File: config.mk
export PLATFORM = sky130hd
export DESIGN_NAME = hack_alu
export DESIGN_NICKNAME = d
export VERILOG_FILES = /design/src/rtl/hack_pkg.sv /design/src/rtl/hack_alu_core.sv /design/src/rtl/hack_alu.sv
export SDC_FILE = /design/constraint.sdc
export NUM_CORES = 1
export LEC_CHECK = 0
export BUFFER_PORTS_ARGS = -buffer_cell sky130_fd_sc_hd__buf_2
export CAP_MARGIN = 40
export CORE_MARGIN = 3
export CORE_UTILIZATION = 35
export CTS_CLUSTER_DIAMETER = 100
export CTS_CLUSTER_SIZE = 25
export DETAILED_ROUTE_END_ITERATION = 16
export PLACE_DENSITY_LB_ADDON = 0.12
export SETUP_SLACK_MARGIN = 0.1
export SKIP_LAST_GASP = 1
export SYNTH_ARGS = -nofsm -noshare
export SYNTH_HDL_FRONTEND = slang
export SYNTH_SLANG_ARGS = --single-unit
File: constraint.sdc
create_clock -name clk -period 1.4 [get_ports clk]
set_input_delay 0.14 -clock clk [delete_from_list [all_inputs] [get_ports clk]]
set_output_delay 0.14 -clock clk [all_outputs]
set_load 0.005 [all_outputs]
File: src/rtl/hack_pkg.sv
// Shared definitions for the HACK ALU: comp-field bit positions, canonical
// comp codes and the control-field type.
package hack_pkg;

  typedef logic [5:0] alu_ctl_t;

  localparam int CTL_ZX = 5;
  localparam int CTL_NX = 4;
  localparam int CTL_ZY = 3;
  localparam int CTL_NY = 2;
  localparam int CTL_F  = 1;
  localparam int CTL_NO = 0;

  localparam alu_ctl_t COMP_ZERO    = 6'h2A;
  localparam alu_ctl_t COMP_ONE     = 6'h3F;
  localparam alu_ctl_t COMP_NEG1    = 6'h3A;
  localparam alu_ctl_t COMP_X       = 6'h0C;
  localparam alu_ctl_t COMP_Y       = 6'h30;
  localparam alu_ctl_t COMP_NOT_X   = 6'h0D;
  localparam alu_ctl_t COMP_NOT_Y   = 6'h31;
  localparam alu_ctl_t COMP_NEG_X   = 6'h0F;
  localparam alu_ctl_t COMP_NEG_Y   = 6'h33;
  localparam alu_ctl_t COMP_X_INC   = 6'h1F;
  localparam alu_ctl_t COMP_Y_INC   = 6'h37;
  localparam alu_ctl_t COMP_X_DEC   = 6'h0E;
  localparam alu_ctl_t COMP_Y_DEC   = 6'h32;
  localparam alu_ctl_t COMP_X_ADD_Y = 6'h02;
  localparam alu_ctl_t COMP_X_SUB_Y = 6'h13;
  localparam alu_ctl_t COMP_Y_SUB_X = 6'h07;
  localparam alu_ctl_t COMP_X_AND_Y = 6'h00;
  localparam alu_ctl_t COMP_X_OR_Y  = 6'h15;

endpackage

File: src/rtl/hack_alu_core.sv
// Combinational HACK ALU: zero/negate each operand, add or AND, optionally
// negate the result, and derive the zero/negative flags from that result.
module hack_alu_core
  import hack_pkg::*;
#(
  parameter int WIDTH = 16
) (
  input  logic [WIDTH-1:0] x,
  input  logic [WIDTH-1:0] y,
  input  alu_ctl_t         ctl,
  output logic [WIDTH-1:0] o,
  output logic             zr,
  output logic             ng
);

  logic [WIDTH-1:0] xa, xb, ya, yb, r;

  always_comb begin
    xa = ctl[CTL_ZX] ? '0 : x;
    xb = ctl[CTL_NX] ? ~xa : xa;
    ya = ctl[CTL_ZY] ? '0 : y;
    yb = ctl[CTL_NY] ? ~ya : ya;
    // Carry out of the adder is intentionally dropped (modulo 2^WIDTH).
    r  = ctl[CTL_F] ? (xb + yb) : (xb & yb);
    o  = ctl[CTL_NO] ? ~r : r;
    zr = (o == '0);
    ng = o[WIDTH-1];
  end

endmodule

File: src/rtl/hack_alu.sv
// HACK ALU with one registered output stage. Handshake: in_valid=1 at a rising
// edge captures the result; out_valid marks the cycle it is presented, no backpressure.
module hack_alu
  import hack_pkg::*;
#(
  parameter int WIDTH = 16
) (
  input  logic             clk,
  input  logic             rst_n,
  input  logic             in_valid,
  input  logic [WIDTH-1:0] x,
  input  logic [WIDTH-1:0] y,
  input  logic [5:0]       ctl,
  output logic [WIDTH-1:0] out,
  output logic             zr,
  output logic             ng,
  output logic             out_valid
);

  logic [WIDTH-1:0] core_o;
  logic             core_zr, core_ng;

  logic [WIDTH-1:0] out_q, out_d;
  logic             zr_q, zr_d;
  logic             ng_q, ng_d;
  logic             out_valid_q, out_valid_d;

  hack_alu_core #(.WIDTH(WIDTH)) u_core (
    .x   (x),
    .y   (y),
    .ctl (ctl),
    .o   (core_o),
    .zr  (core_zr),
    .ng  (core_ng)
  );

  // Flags are registered alongside out from the same core result, so they never disagree.
  always_comb begin
    out_d       = out_q;
    zr_d        = zr_q;
    ng_d        = ng_q;
    out_valid_d = in_valid;
    if (in_valid) begin
      out_d = core_o;
      zr_d  = core_zr;
      ng_d  = core_ng;
    end
  end

  always_ff @(posedge clk or negedge rst_n) begin
    if (!rst_n) begin
      out_q       <= '0;
      zr_q        <= 1'b1;
      ng_q        <= 1'b0;
      out_valid_q <= 1'b0;
    end else begin
      out_q       <= out_d;
      zr_q        <= zr_d;
      ng_q        <= ng_d;
      out_valid_q <= out_valid_d;
    end
  end

  assign out       = out_q;
  assign zr        = zr_q;
  assign ng        = ng_q;
  assign out_valid = out_valid_q;

endmodule

After elaboration in Yosys (flattened, before gate mapping)
Index checks and enable logic that the tools add are counted.
- register bits: 19
- logic and storage cells: 16
- input port bits: 41
- output and inout bits: 19
- bitwise gates (word level): 4
- muxes and demuxes: 6
- $add $sub $neg: 1
- reduce and logical (&&, ||, !) cells: 1
- operators with widths (cell ; count):
    two-way mux 16 bit ; 6
    inverter 16 bit ; 3
    adder 16 bit ; 1
    bitwise AND 16 bit ; 1
    zero test 16 bit ; 1

Longest topological paths before layout
Gate-level depths: netlist of the first run.
- depth after elaboration: 8
- depth in mapped cells: 12
- gate-level depth less buffers: 12

By module
A second synthesis of the first run with hierarchy kept.
- cell total of the unflattened synthesis: 285
- area total of the unflattened synthesis: 2580.0 µm²
- modules (own cells, without submodules) (module ; sequential area each (µm²) ; times used ; cells an instance ; area each (µm²)):
    hack_alu_core ; 0.0 ; 1 ; 246 ; 1831.8
    hack_alu ; 476.7 ; 1 ; 39 ; 748.2

Least setup slack after synthesis of the first run
No wires, ideal clock.
- path kind: input -> register
- from: input port ctl[2]
- to: register zr_q, in the netlist zr
- required time: 1.314 ns
- buffers on the path: 2
- data arrival time: 3.364 ns
- stages on the path: 12
- setup slack: -2.050 ns
- setup time: 0.086 ns
- cell sequence: clkbuf_1 -> buf_1 -> xnor2_1 -> fa_1 -> a211oi_1 -> or2_2 -> a31oi_2 -> or4_1 -> a221o_1 -> nor4_2 -> o211ai_1 -> o31ai_2
- longest elaborated chain between the ends: 6
- RTL lines (element ; RTL line ; source):
    from (decl) ; hack_alu.sv:13 ; input logic [5:0] ctl,
    two-way mux 16 bit (*) ; hack_alu_core.sv:22 ; yb = ctl[CTL_NY] ? ~ya : ya;
    adder 16 bit or bitwise AND 16 bit (tied branches) ; hack_alu_core.sv:24 ; r = ctl[CTL_F] ? (xb + yb) : (xb & yb);
    two-way mux 16 bit (*) ; hack_alu_core.sv:24 ;
    inverter 16 bit ; hack_alu_core.sv:25 ; o = ctl[CTL_NO] ? ~r : r;
    two-way mux 16 bit (*) ; hack_alu_core.sv:25 ;
    zero test 16 bit (*) ; hack_alu_core.sv:26 ; zr = (o == '0);
    to (signal assigned) ; hack_alu.sv:58 ; zr_q <= zr_d;
    to (decl) ; hack_alu.sv:24 ; logic zr_q, zr_d;
Every way passes the cells marked *; elsewhere a longest branch is shown, timed or not.
A chain may end at the register's enable or synchronous reset.

Worst setup path after layout of the first run
- from: input port ctl[3]
- to: register zr_q, in the netlist zr
- longest elaborated chain between the ends: 8
- RTL lines (element ; RTL line ; source):
    two-way mux 16 bit (*) ; hack_alu_core.sv:21 ; ya = ctl[CTL_ZY] ? '0 : y;
    inverter 16 bit ; hack_alu_core.sv:22 ;
    two-way mux 16 bit (*) ; hack_alu_core.sv:22 ;
    adder 16 bit or bitwise AND 16 bit (tied branches) ; hack_alu_core.sv:24 ;
    two-way mux 16 bit (*) ; hack_alu_core.sv:24 ;
    inverter 16 bit ; hack_alu_core.sv:25 ;
    two-way mux 16 bit (*) ; hack_alu_core.sv:25 ;
    zero test 16 bit (*) ; hack_alu_core.sv:26 ;
Marked as above.

==> results of run 1 <==
-- registers in the layout, indices dropped and copies added, names as in the netlist --
register,count
out,16
zr,1
out_valid,1
-- metal layers --
metal / vias to the layer above / wire length [um]
met5: - / 0
met4: 0 / 0
met3: 0 / 172
met2: 32 / 3910
met1: 1242 / 3170
li1: 1374 / -
-- logic make-up (layout without fill, tap and decap cells) --
logic type | after synthesis | after routing
adders and majority gates | 17 | 17
xor gates and xnor gates | 47 | 47
DFF | 18 | 18
muxes | 20 | 20
AOI/OAI and AO/OA | 66 | 66
and+or+nand+nor | 113 | 113
buffers and inverters | 26 | 160
-- repair_timing --
action | in CTS | in global routing
buffers inserted | 14 | 6
endpoints found under the hold margin | 17 | 0
pin swaps | 38 | 30
resized for setup | 65 | 40
hold buffers | 1 | 0
endpoints found under the setup margin | 17 | 17
cloned | 0 | 0
-- cell type report --
type,count,area (um2),share of cell area [%]
Tap cell,96,120,2.79
Sequential cell,18,452,10.5
Timing Repair Buffer,149,1090,25.2
Clock buffer,4,55.1,1.28
Multi-Input combinational cell,263,2570,59.6
Inverter,7,26.3,0.610
-- where the power goes --
group	leakage (uW)	total, uW	switching [uW]	internal, uW
registers	0.000211	732	68.5	663
logic	0.00169	2830	1240	1590
clock network	0.0000288	426	176	250
-- through the flow --
| stage | cell area, um2 | total power, uW | setup TNS (ps) | worst slack [ps] | hold WS (ps) |
|---|---|---|---|---|---|
| 2_1_floorplan | 2830 | 2060 | -12700 | -1380 | -156 |
| 3_3_place_gp | 3620 | 2880 | -19490 | -1650 | 92.9 |
| 3_5_place_dp | 3620 | 2900 | -19630 | -1690 | 97.6 |
| 4_1_cts | 4080 | 3720 | -13420 | -1300 | 283 |
| 5_1_grt | 4310 | 4310 | -15000 | -1440 | 293 |
| 6_report | 4310 | 3990 | -13650 | -1330 | 292 |
-- placed cells by master (no fill, tap or decap), types with 6 or more instances in the layout --
master and n:
nor2_1 11, buf_2 55, inv_1 7, buf_4 72, a21oi_1 11, nand3b_1 6, mux2_4 8, buf_6 17
dfrtp_1 17, nand2b_1 30, nand3_1 7, nand2b_4 9, ha_1 11, nand2_1 10, xnor2_2 7, xnor2_1 33
-- path summary, 6_finish.rpt --
path / startpoint / to / slack (ps) / depth (start not counted)
setup / recovery: ctl[3] / zr / -1330 / 14
hold / removal: in_valid / out_valid / 290 / 2
setup reg to reg: out[10] / out[10] / 640 / 1
hold reg to reg: out[15] / out[15] / 490 / 1
max in group asynchronous: rst_n / zr / 730 / 2
min in group asynchronous: rst_n / out_valid / 350 / 2
==> flow_metrics.env, run 1 <==
export IMPL_routedWlPerCell_um=13.5
export IMPL_synth_edf_count=0
export IMPL_drive_gt1_share_pct=54.4
export IMPL_start_util_pct=37.0
export IMPL_fin_nets=500
export IMPL_use_met3_pct=2.54
export IMPL_drc=0
export IMPL_vias_per_cell=4.93
export IMPL_clk_latency_ps=250
export IMPL_synth_cell_area_um2=2570
export IMPL_synth_top_area_share_pct=16.5
export IMPL_postRouteAntennaNets=0
export IMPL_antenna_cells=0
export IMPL_synth_commonest_cells="xnor2_1 (44), nand2b_1 (39), a21oi_1 (17), dfrtp_1 (17), ha_1 (16)"
export IMPL_hold_violations=0
export IMPL_slowest_delay_ps=390
export IMPL_vias=2648
export IMPL_drv_slew=0
export IMPL_grt_pass1_vias=2711
export IMPL_layout_setup_ws_ps=-1330
export IMPL_synth_xor_area_share_pct=16.0
export IMPL_crit_chain="buf_8 > nand2b_4 > xnor2_2 > ha_4 > fa_2 > a21o_2 > a211o_1 > a31oi_2 > buf_4 > nand4_1 > a221o_1 > nor4_2 > o211ai_1 > o31ai_2"
export IMPL_finalCriticalPeriod_ps=2730
export IMPL_outcome="complete, but fails checks"
export IMPL_routed_wl_um=7260
export IMPL_grt_pass1_wl_um=12400
export IMPL_io_pins=60
export IMPL_hp_class="in2reg"
export IMPL_fin_worst_skew_ps=0
export IMPL_timing_final_crit_share_pct=195
export IMPL_async_reset_ff_share_pct=100
export IMPL_gp_congestion=0.810
export IMPL_critPathArrivalTime_ps=2910
export IMPL_hpwl_um=5500
export IMPL_die_area_um2=8410
export IMPL_violations="negative setup slack"
export IMPL_slowest_stage="fa_2"
export IMPL_critPathLaunchType="input port"
export IMPL_synth_area_leaders="dfrtp_1 (17%), xnor2_1 (15%), nand2b_1 (9.5%), ha_1 (7.8%), mux2_2 (5.7%)"
export IMPL_clkSinkCount=18
export IMPL_ir_drop_mv=0.447
export IMPL_die_w_um=91.7
export IMPL_tritoncts="yes"
export IMPL_synth_fa_ha_area_share_pct=8.56
export IMPL_met1_usage_pct=21.7
export IMPL_synth_nets=365
export IMPL_max_slew_margin_pct=72.6
export IMPL_met2_usage_pct=32.9
export IMPL_path_clk_slew_ps=70
export IMPL_grtUsageTotal_pct=17.4
export IMPL_netlist_instances=307
export IMPL_end_kind="flop"
export IMPL_yosysTopAreaCell="dfrtp_1"
export IMPL_ys_ff_latch=18
export IMPL_maxCapViolCount=0
export IMPL_path_buf_inv=2
export IMPL_fin_cells=537
export IMPL_antenna_found_initial=0
export IMPL_cts_buffer_depth=2
export IMPL_fp_dieH_um=91.7
export IMPL_yosysMostFrequentCell="xnor2_1"
export IMPL_grt_busiest_layer="met2"
export IMPL_ys_types=57
export IMPL_seq_area_frac_synth_pct=17.6
export IMPL_drtIter0Drc=61
export IMPL_synthMuxAreaShare_pct=8.41
export IMPL_critPathKind="in2reg"
export IMPL_synth_top_family_by_area="simple AND/OR/NAND/NOR gates"
export IMPL_setup_viol=16
export IMPL_htree_levels=1
export IMPL_ys_warnings_count=0
export IMPL_tightest_slew_ps=411
export IMPL_power_density_nw_per_um2=926
export IMPL_grt_ovfl_total=0
export IMPL_dp_cells=516
export IMPL_grt_max_degree=22
export IMPL_syn_avg_cell_area_um2=8.38
export IMPL_cts_buffers=3
export IMPL_dr_pass1_iters=4
export IMPL_worstPathRequired_ps=1580
export IMPL_grt_setup_unrepaired="true"
export IMPL_coreArea_um2=6940
export IMPL_fmax_ghz=0.366
export IMPL_nFillCells=611
export IMPL_synth_compound_area_share_pct=18.8
export IMPL_cts_root_buf="clkbuf_8"
export IMPL_path_max_fanout=8
export IMPL_fin_util_pct=62.0
export IMPL_port_buffers=59
export IMPL_area_growth_pct=67.5
export IMPL_synth_top_flop_cell="dfrtp_1"
export IMPL_leakage_uw=0.00193
export IMPL_cpLargestDelayFamily="compound AO/OA/AOI/OAI gates"
export IMPL_placementRows=30
export IMPL_synthSimpleGateAreaFrac_pct=25.8
Power figures use the tool's default switching activity.
==> run 2, diff against run 1 <==
Settings changed: REMOVE_ABC_BUFFERS set to 1.
Clock period 1.4 ns to 2.45 ns, I/O delays scaled along.
==> flow_metrics.env, run 2 (same netlist as run 1, synthesis figures left out) <==
export IMPL_hp_start="in_valid"
export IMPL_place_area_um2=3290
export IMPL_path_buf_inv=2
export IMPL_path_clk_slew_ps=70
export IMPL_drc=0
export IMPL_layout_setup_ws_ps=-390
export IMPL_grt_pass1_vias=2643
export IMPL_coreArea_um2=6940
export IMPL_slowest_delay_ps=510
export IMPL_vias_per_cell=5.06
export IMPL_die_area_um2=8410
export IMPL_finalCriticalPeriod_ps=2840
export IMPL_io_pins=60
export IMPL_antenna_found_initial=0
export IMPL_end_kind="flop"
export IMPL_antenna_cells=0
export IMPL_hpwl_um=5280
export IMPL_max_slew_margin_pct=69.1
export IMPL_critPathArrivalTime_ps=3020
export IMPL_power_density_nw_per_um2=534
export IMPL_reg2reg_to="out[13]"
export IMPL_intPower_uw=1370
export IMPL_dr_pass1_iters=4
export IMPL_fin_util_pct=59.2
export IMPL_clkSinkCount=18
export IMPL_fin_nets=483
export IMPL_fin_worst_skew_ps=0
export IMPL_grt_max_degree=37
export IMPL_tightest_slew_ps=463
export IMPL_use_met3_pct=1.23
export IMPL_leakage_uw=0.00183
export IMPL_postRouteAntennaNets=0
export IMPL_seqPwrFrac_pct=19.2
export IMPL_clk_latency_ps=260
export IMPL_grt_setup_unrepaired="true"
export IMPL_swShare_pct=37.6
export IMPL_largest_register_ffs=16
export IMPL_outcome="complete, but fails checks"
export IMPL_timing_final_crit_share_pct=116
export IMPL_rrSetupSlack_ps=1670
export IMPL_violations="negative setup slack"
export IMPL_fp_dieH_um=91.7
export IMPL_cts_buffer_depth=2
export IMPL_path_max_fanout=5
export IMPL_path_depth=13
export IMPL_grt_busiest_layer="met2"
export IMPL_grt_ovfl_total=0
export IMPL_tritoncts="yes"
export IMPL_drive_gt1_share_pct=51.2
export IMPL_met1_usage_pct=22.0
export IMPL_placementRows=30
export IMPL_cts_buffers=3
export IMPL_drv_slew=0
export IMPL_fmax_ghz=0.352
export IMPL_die_w_um=91.7
export IMPL_r2r_start="out[13]"
export IMPL_whs_ps=345
export IMPL_area_growth_pct=59.8
export IMPL_cpLargestDelayFamily="compound AO/OA/AOI/OAI gates"
export IMPL_crit_path_start="ctl[3]"
export IMPL_endpoint="zr"
export IMPL_met2_usage_pct=32.4
export IMPL_ir_drop_mv=0.282
export IMPL_maxCapViolCount=0
export IMPL_comb_power_share_pct=69.8
export IMPL_finalInstanceArea_um2=4110
export IMPL_nFillCells=650
export IMPL_port_buffers=59
export IMPL_crit_chain="buf_8 > buf_8 > nand2b_4 > xnor2_4 > ha_4 > o211ai_1 > o2111a_1 > nor3_1 > or4_1 > a221o_1 > nor4_2 > o211ai_1 > o31ai_2"
export IMPL_grt_pass1_wl_um=12400
export IMPL_setup_viol=10
export IMPL_critPathLaunchType="input port"
export IMPL_drtIter0Drc=120
export IMPL_start_util_pct=37.0
export IMPL_r2r_cells=1
export IMPL_worstPathRequired_ps=2630
export IMPL_hp_class="in2reg"
export IMPL_vias=2633
export IMPL_hold_violations=0
export IMPL_gp_congestion=0.873
export IMPL_cts_root_buf="clkbuf_8"
export IMPL_slowest_stage="or4_1"
export IMPL_mostFrequentLayoutCells="buf_2 (56), buf_4 (56), xnor2_1 (33)"
export IMPL_grtUsageTotal_pct=17.4
export IMPL_routedWlPerCell_um=14.2
export IMPL_p_switching_uw=826
export IMPL_pwr_share_clk_pct=11.1
export IMPL_routed_wl_um=7390
export IMPL_htree_levels=1
export IMPL_critPathKind="in2reg"
[run 2: changes by cell type in the layout (fill, tap and decap cells not counted), sizes merged]
cell,previous run,this run
buf,148,131
[run 2: what timing repair did]
item,in CTS,in global routing
endpoints found under the hold margin,17,0
buffers inserted,18,7
hold buffers,1,0
pin swaps,22,31
endpoints found under the setup margin,12,11
gates resized for setup,74,41
[run 2: worst min path at each step]
stage / to / cells past startpoint
after CTS: out_valid / 1
after detailed placement: out[13] / 1
final: out_valid / 1
after global routing: out_valid / 1
after global placement: out[8] / 1
after floorplan: out[0] / 0
[run 2: stage by stage]
step	instances	setup WS, ps	setup TNS (ps)	power [uW]
final	520	-390	-1870	2190
after global routing	520	-589	-3000	2360
after CTS	517	-388	-1920	2050
after detailed placement	496	-846	-6590	1560
after global placement	496	-780	-6020	1550
after floorplan	288	-604	-1750	1070
[run 2: layer usage]
metal / part of all wire, % / routed length, um
met4: 1.2 / 89
met1: 42 / 3130
met3: 3.3 / 246
met2: 53 / 3930
met5: 0 / 0
[run 2: power by group through the flow]
stage	sequential [uW]	combinational [uW]	clock [uW]
6_report	420	1530	243
5_1_grt	433	1670	259
4_1_cts	419	1380	254
3_5_place_dp	425	1140	0
3_3_place_gp	423	1130	0
2_1_floorplan	432	637	0
[run 2: layout make-up]
cell class	instances	area [um2]	area share [%]
Clock buffer	4	55.1	1.34
Tap cell	96	120	2.92
Timing Repair Buffer	132	948	23.1
Multi-Input combinational cell	263	2510	61.0
Sequential cell	18	452	11.0
Inverter	7	26.3	0.639
